File: config.mk
export PLATFORM = sky130hd
export DESIGN_NAME = wb_arb16
export DESIGN_NICKNAME = d
export VERILOG_FILES = /design/src/rtl/wb_arb_pkg.sv /design/src/rtl/wb_arb16_dec1to16.sv /design/src/rtl/wb_arb16.sv
export SDC_FILE = /design/constraint.sdc
export NUM_CORES = 1
export LEC_CHECK = 0
export ABC_CLOCK_PERIOD_IN_PS = 4700
export BUFFER_PORTS_ARGS = -buffer_cell sky130_fd_sc_hd__buf_2
export CORE_AREA = 2 2 93 59
export DETAILED_ROUTE_END_ITERATION = 12
export DIE_AREA = 0 0 95 61
export SLEW_MARGIN = 40
export SYNTH_ARGS = -nofsm -noshare
export SYNTH_HDL_FRONTEND = slang
export SYNTH_SLANG_ARGS = --single-unit
File: constraint.sdc
create_clock -name clk -period 4.7 [get_ports clk]
set_input_delay 0.47 -clock clk [delete_from_list [all_inputs] [get_ports clk]]
set_output_delay 0.47 -clock clk [all_outputs]
set_load 0.02 [all_outputs]
File: src/rtl/wb_arb_pkg.sv
// Shared types and sizes for the writeback arbiter.
// Included by the arbiter top and its decoder.
package wb_arb_pkg;

    localparam int REG_AW = 4;
    localparam int NREGS  = 16;

    typedef enum logic {
        PRI_A = 1'b0,
        PRI_M = 1'b1
    } pri_t;

endpackage

File: src/rtl/wb_arb16_dec1to16.sv
// 4-to-16 one-hot decoder with enable.
// Drives the register-file write enables.
module dec1to16
    import wb_arb_pkg::*;
(
    input  logic              en,
    input  logic [REG_AW-1:0] sel,
    output logic [NREGS-1:0]  onehot
);

    always_comb begin
        onehot = '0;
        if (en) begin
            onehot[sel] = 1'b1;
        end
    end

endmodule

File: src/rtl/wb_arb16.sv
// Two-port writeback arbiter (ALU / memory) for a 16-entry register file.
// Alternating priority under contention, one registered write per cycle.
module wb_arb16
    import wb_arb_pkg::*;
#(
    parameter int DW      = 16,
    parameter bit ZERO_R0 = 1'b1
) (
    input  logic              clk,
    input  logic              rst_n,
    input  logic              hold,
    input  logic              valid_a,
    input  logic [REG_AW-1:0] addr_a,
    input  logic [DW-1:0]     data_a,
    input  logic              valid_m,
    input  logic [REG_AW-1:0] addr_m,
    input  logic [DW-1:0]     data_m,
    output logic              ready_a,
    output logic              ready_m,
    output logic              wr_en,
    output logic [REG_AW-1:0] wr_sel,
    output logic [NREGS-1:0]  wr_onehot,
    output logic [DW-1:0]     wr_data,
    output logic [7:0]        coll_cnt
);

    pri_t              pri;
    logic              open;
    logic              grant;
    logic              contend;
    logic              discard;
    logic [REG_AW-1:0] g_addr;
    logic [DW-1:0]     g_data;

    assign open    = rst_n && !hold;
    assign contend = open && valid_a && valid_m;

    assign ready_a = open && valid_a
                  && (!valid_m || pri == PRI_A);
    assign ready_m = open && valid_m
                  && (!valid_a || pri == PRI_M);

    assign grant  = ready_a || ready_m;
    assign g_addr = ready_a ? addr_a : addr_m;
    assign g_data = ready_a ? data_a : data_m;

    // A granted write to r0 is consumed but never reaches the file.
    assign discard = ZERO_R0 && (g_addr == '0);

    always_ff @(posedge clk) begin
        if (!rst_n) begin
            pri      <= PRI_A;
            wr_en    <= 1'b0;
            wr_sel   <= '0;
            wr_data  <= '0;
            coll_cnt <= '0;
        end else begin
            wr_en <= grant && !discard;
            if (grant) begin
                pri <= ready_a ? PRI_M : PRI_A;
            end
            if (grant && !discard) begin
                wr_sel  <= g_addr;
                wr_data <= g_data;
            end
            if (contend && coll_cnt != 8'hFF) begin
                coll_cnt <= coll_cnt + 8'd1;
            end
        end
    end

    dec1to16 u_dec (
        .en     (wr_en),
        .sel    (wr_sel),
        .onehot (wr_onehot)
    );

endmodule
; ---- Word level (Yosys, flattened, before mapping)
; Cells that the tools add are included.
; W data, S select, Z words.
[word_totals]
reg_bits = 30
latchBits = 0
ramBits = 0
mem_bits_ro = 0
out_inout_bits = 47
elab_cells = 33
n_memories = 0
[classes]
addsub = 1
mul = 0
div_mod_pow = 0
magnitude_cmp = 2
n_eq_ne = 1
shifts = 0
mux = 6
bitwise = 1
n_reduce_logical = 17
[op_table]
columns = cell, n
row1 = $mux W16, 2
row2 = $logic_and A1 B1 Y1, 9
row3 = $add A8 B1 Y8 const B, 1
row4 = $ne A8 B8 Y1 const B, 1
row5 = $lt A4 B5 Y1 const B, 1
row6 = $demux W1 S4, 1
row7 = $ge A4 B1 Y1 const B, 1
row8 = $logic_not A1 Y1, 4
row9 = $logic_not A4 Y1, 1
row10 = $mux W4, 1
row11 = $logic_or A1 B1 Y1, 3
row12 = $mux W1, 2
row13 = $not A1 Y1, 1

; ---- Depth between registers and ports, before layout
[depth]
word_depth = 8
ltp_mapped = 7

; ---- Cells and area by module
; Synthesis repeated with hierarchy kept, for this count alone.
[hier_totals]
hier_cells = 197
area_unflattened_um2 = 1629.1
[by_module_without_submodules]
columns = module, instances, cells_per_inst, area_per_inst_um2, seq_area_each_um2
row1 = wb_arb16, 1, 174, 1511.4, 600.6
row2 = dec1to16, 1, 23, 117.6, 0.0

; ---- Least setup slack after synthesis
; No wires, ideal clock.
[synth_timing]
path_kind = reg-to-output
startpoint = reg wr_en
endpoint = out wr_onehot[0]
arrival_ps = 1446
slack_ps = 2784
stages_incl_launch_ff = 3
path_buffers = 0
cell_sequence = dfxtp_1 or3b_2 nor3_1
[synth_via]
elab_chain_len = 1
[synth_rtl]
columns = item, line_no
row1 = "start, declared", wb_arb16.sv:20  ; output logic wr_en,
row2 = "start signal, assigned", wb_arb16.sv:58  ; wr_en <= grant && !discard;
row3 = $mux W16, wb_arb16_dec1to16.sv:13  ; if (en) begin
row4 = "end, declared", wb_arb16.sv:22  ; output logic [NREGS-1:0] wr_onehot,
; No other way between the ends.

; ---- Worst setup path in the final report
[layout_timing]
startpoint = in rst_n
endpoint = out ready_a
[layout_via]
elab_chain_len = 3
[layout_rtl]
columns = item, line_no
row1 = "start, declared", wb_arb16.sv:10  ; input logic rst_n,
row2 = $logic_and A1 B1 Y1, wb_arb16.sv:35  ; assign open = rst_n && !hold;
row3 = $logic_and A1 B1 Y1, wb_arb16.sv:38  ; assign ready_a = open && valid_a
row4 = $logic_and A1 B1 Y1, wb_arb16.sv:39  ; && (!valid_m || pri == PRI_A);
row5 = "end, declared", wb_arb16.sv:18  ; output logic ready_a,
; No other way between the ends.

==> results.md <==
- TritonCTS created 5 clock buffers.
- The critical path data arrival time is roughly 1.9 ns.
- The number of global-route vias before repair is ~1400.
- The final routed wire length divided by cell count is 13.52 µm.
- The final layout net count is 302.
- The number of buffers added on ports is 91.
- The synthesized netlist contains 39 unique library cells.
- The maximum fanout count along the critical path is 14.
- Across every metal layer, demand over resource in global routing totals 0.1509.
- The leakage power figure is approximately 0.95 nW.
- After synthesis the netlist holds a flip-flop and latch count of 30.
- The worst-margin pin slew is 0.5410 ns.
- Fill cells in the final layout number 508.
- The final max-slew violation count is 0.
- Of the total synthesized cell area, the portion taken by XOR and XNOR cells is 0.005529.
- The net count of the mapped netlist is 213.
- The highest-delay cell along the critical path is sky130_fd_sc_hd__a21oi_2.
- After synthesis, the share of cell area in mux cells is 0.1137.
- The worst setup path is captured at an output pin.
- The critical path class is in2out.
- The first global-routing pass estimated 6.534 mm of wire.
- The headroom to the max-slew limit is 0.6360.
- In this run the cell area of the synthesized design comes to 1584 µm².
- The setup total negative slack is 0 ns.
- The startpoint kind of the worst setup timing path is an input pin.
- The die is 95 µm wide.
- The number of antenna cells inserted is 0.
- The fmax is around 430 MHz.
- The synthesized area per cell is 9.485 µm².
- The number of vias after detailed routing is 1589.
- The clock reaches the later pin of the worst-skew pair after 0.27 ns.
- Max-cap violations in this run came to 0.
- The synthesized-area fraction occupied by ao, oa, aoi and oai cells is 0.2220.
- For this run, the detailed router's first-pass iteration total came to 4.
- The TritonCTS clock tree is done.
- The highest ir drop seen on vdd is 0.09384 mV.
- Summed over all nets, the half-perimeter wirelength after detailed placement is 3.342 mm.
- The post-route clock skew is between 0.003 and 0.004 ns.
- Summed over all layers, the routed wires come to 4.355 mm.
- Of all flip-flops after synthesis, the portion carrying an async set or reset was 0.
- The critical path goes through buf_2, nand3b_1, a21oi_2, buf_4, buf_2.
- For this run, the leading register cell type out of synthesis is sky130_fd_sc_hd__dfxtp_1.
- Post-CTS repair changed the size of 0 cells.
- Power spread over the standard cell area amounts to 275.4 nW/µm².
- After synthesis, the largest family of logic cells by area is compound AO/OA/AOI/OAI gates.
- Once layout is done, the placed cells without fillers occupy around 2200 µm².
- The total number of placement rows is 20.
- Of the total synthesized cell area, the portion taken by AND, OR, NAND and NOR gates is 0.2180.
- The overall die area is about 5800 µm².
- In the synthesized netlist, the number of instances is 167.
- Clock tree synthesis found a total of 30 sinks.
- The mean number of vias per cell is about 5.
- Buffers added to address setup during post-CTS repair amount to 0.
- In the finished design, the share of the clock period the worst path needs comes to 0.4995.
- Measured on the finished design, the core utilization comes to 0.4368.
- The share of post-route cells with drive strength above 1 is 0.4609.
- The level count of the clock H-tree is 2.
- The cell occurring most often along the worst timing path is sky130_fd_sc_hd__buf_2.
- The worst hold path belongs to the class reg2reg.
- Including well taps, the total number of placed cells is 315.
- Setup violations remaining at the end of the flow were counted as 0.
- The maximum number of pins on one net before global-route repair is 24.
- The effective utilization at floorplan is 0.3213.
- The number of stages on the worst hold path is 2.
- The congestion estimate from routability-driven global placement came to 0.7266.
- The number of hold buffers added after CTS is 0.
- Clock-pin slew was measured on the worst setup and hold paths at 0.06 ns.
- Setup repair after global routing left no endpoint under its margin.
- 92 I/O pins were placed.
- Global routing finished with a remaining overflow of 0.
- Leaving out filler cells and counting taps, the final layout contains between 300 and 400.
- In this run the cell area measured after placement is 2073 µm².
- The length in cells of the worst reg-to-reg path is 4.
- The detailed router finished its first iteration with 51 violations.
- The deepest clock path buffer count is 2.
- Of the total synthesized cell area, the portion taken by full adders, half adders and majority gates is 0.007899.
- The run finished with clean final reports.
- Subtracting the final worst setup slack from the clock period gives ~2.3 ns.
- For this run, the register share of the synthesized area comes to 0.3791.
- For this run, the number of Yosys warnings is 0.
- The detail route stage leaves a number of antenna-violating nets equal to 0.
- The area added between synthesis and finish is 35.94%.
- The area of the placeable core is 4930 µm².
- At the worst endpoint, the required time is about 4.2 ns.
- The y dimension of the die is 61 µm.
- The number of endpoints with negative hold slack in the final report is 0.
- The delay of the slowest critical-path stage is around 0.45 ns.
- The post-route DRC violation count is 0.
- Yosys mapped a number of flops with a built-in enable equal to 0.
- The tree is rooted in a sky130_fd_sc_hd__clkbuf_8.
- The number of antenna violations at the first check in global routing was 0.
synthesized netlist by cell type (2+ instances only):
cell type	number	area share
sky130_fd_sc_hd__a31o_2	3	0.017
sky130_fd_sc_hd__mux2i_1	18	0.11
sky130_fd_sc_hd__a211oi_1	8	0.038
sky130_fd_sc_hd__a22o_1	3	0.017
sky130_fd_sc_hd__buf_4	2	0.0095
sky130_fd_sc_hd__a211oi_2	9	0.071
sky130_fd_sc_hd__nand3b_1	3	0.014
sky130_fd_sc_hd__nand2_1	3	0.0071
sky130_fd_sc_hd__a21oi_1	5	0.016
sky130_fd_sc_hd__nor2_1	14	0.033
sky130_fd_sc_hd__o211ai_1	2	0.0095
sky130_fd_sc_hd__nand2b_1	4	0.016
sky130_fd_sc_hd__dfxtp_1	30	0.38
sky130_fd_sc_hd__clkbuf_1	4	0.0095
sky130_fd_sc_hd__nor3_1	21	0.066
sky130_fd_sc_hd__or4_1	3	0.014
sky130_fd_sc_hd__o31ai_1	4	0.019
sky130_fd_sc_hd__buf_6	2	0.014
sky130_fd_sc_hd__inv_1	3	0.0071
sky130_fd_sc_hd__buf_2	3	0.0095
sky130_fd_sc_hd__nand3_1	5	0.016
sequential cells by signal, indices dropped and copies added (netlist names):
| signal | flops |
|---|---|
| coll_cnt | 8 |
| wr_en | 1 |
| pri | 1 |
| wr_data | 16 |
| wr_sel | 4 |
power breakdown:
| group | total (W) | leakage, nW | switching (W) | internal, W |
|---|---|---|---|---|
| clock | 0.000189 | 0.0383 | 0.0000875 | 0.000102 |
| combinational | 0.000121 | 0.669 | 0.0000698 | 0.0000515 |
| sequential | 0.000283 | 0.245 | 0.0000133 | 0.000269 |
| total | 0.000593 | 0.952 | 0.000171 | 0.000422 |
through the flow:
stage	power (W)	setup WS [ns]	hold WS (ns)
final	0.0005931	2.352	0.4995
after global routing	0.0006261	2.232	0.5277
after CTS	0.0005980	2.348	0.5061
after detailed placement	0.0004102	2.347	0.4955
after global placement	0.0004081	2.386	0.4934
after floorplan	0.0003645	2.784	0.5404
critical path, delay by kind of cell:
kind | cells | cell delay [ns]
buf+inv | 3 | 0.76
compound gates | 1 | 0.45
simple gates | 1 | 0.18
cells by family after synthesis:
| kind of cell | Yosys count |
|---|---|
| muxes | 18 |
| AOI/OAI and AO/OA | 40 |
| DFF | 30 |
| and+or+nand+nor | 62 |
| buffers and inverters | 15 |
| adders and majority gates | 1 |
| xor gates and xnor gates | 1 |
per-layer routing:
| layer | track usage | routed length, µm |
|---|---|---|
| met2 | 0.2199 | 1760 |
| met5 | 0 | 0 |
| met3 | 0.05093 | 388 |
| met4 | 0.04969 | 25 |
| met1 | 0.2110 | 2181 |
worst paths after layout:
kind                 end        start  slack [ns]
min          coll_cnt[7]  coll_cnt[7]        0.50
max reg2reg   wr_data[5]          pri        3.01
max              ready_a        rst_n        2.35
min reg2reg  coll_cnt[7]  coll_cnt[7]        0.50
cells in the final DEF (no fill, tap or decap), types with 2 or more instances in the layout:
cell type	n
sky130_fd_sc_hd__a211oi_1	8
sky130_fd_sc_hd__o31ai_1	4
sky130_fd_sc_hd__a21oi_1	4
sky130_fd_sc_hd__nand2_1	3
sky130_fd_sc_hd__nor3_1	21
sky130_fd_sc_hd__dfxtp_1	30
sky130_fd_sc_hd__or4_1	3
sky130_fd_sc_hd__nand3b_1	3
sky130_fd_sc_hd__clkbuf_8	5
sky130_fd_sc_hd__a211oi_2	9
sky130_fd_sc_hd__nand3_1	5
sky130_fd_sc_hd__o211ai_1	2
sky130_fd_sc_hd__buf_2	91
sky130_fd_sc_hd__nor2_1	14
sky130_fd_sc_hd__a31o_2	3
sky130_fd_sc_hd__a22o_1	3
sky130_fd_sc_hd__inv_1	2
sky130_fd_sc_hd__buf_4	2
sky130_fd_sc_hd__mux2i_1	18
sky130_fd_sc_hd__clkbuf_1	2
sky130_fd_sc_hd__nand2b_1	4
cell type report:
class                           instances  area [µm²]  area share
Clock buffer                            7       76.32     0.03544
Inverter                                4       17.52    0.008135
Multi-Input combinational cell        122       905.9      0.4207
Sequential cell                        30       600.6      0.2789
Tap cell                               66       82.58     0.03835
Timing Repair Buffer                   93       470.5      0.2185
Note: power is estimated with default switching activity, not from simulation.
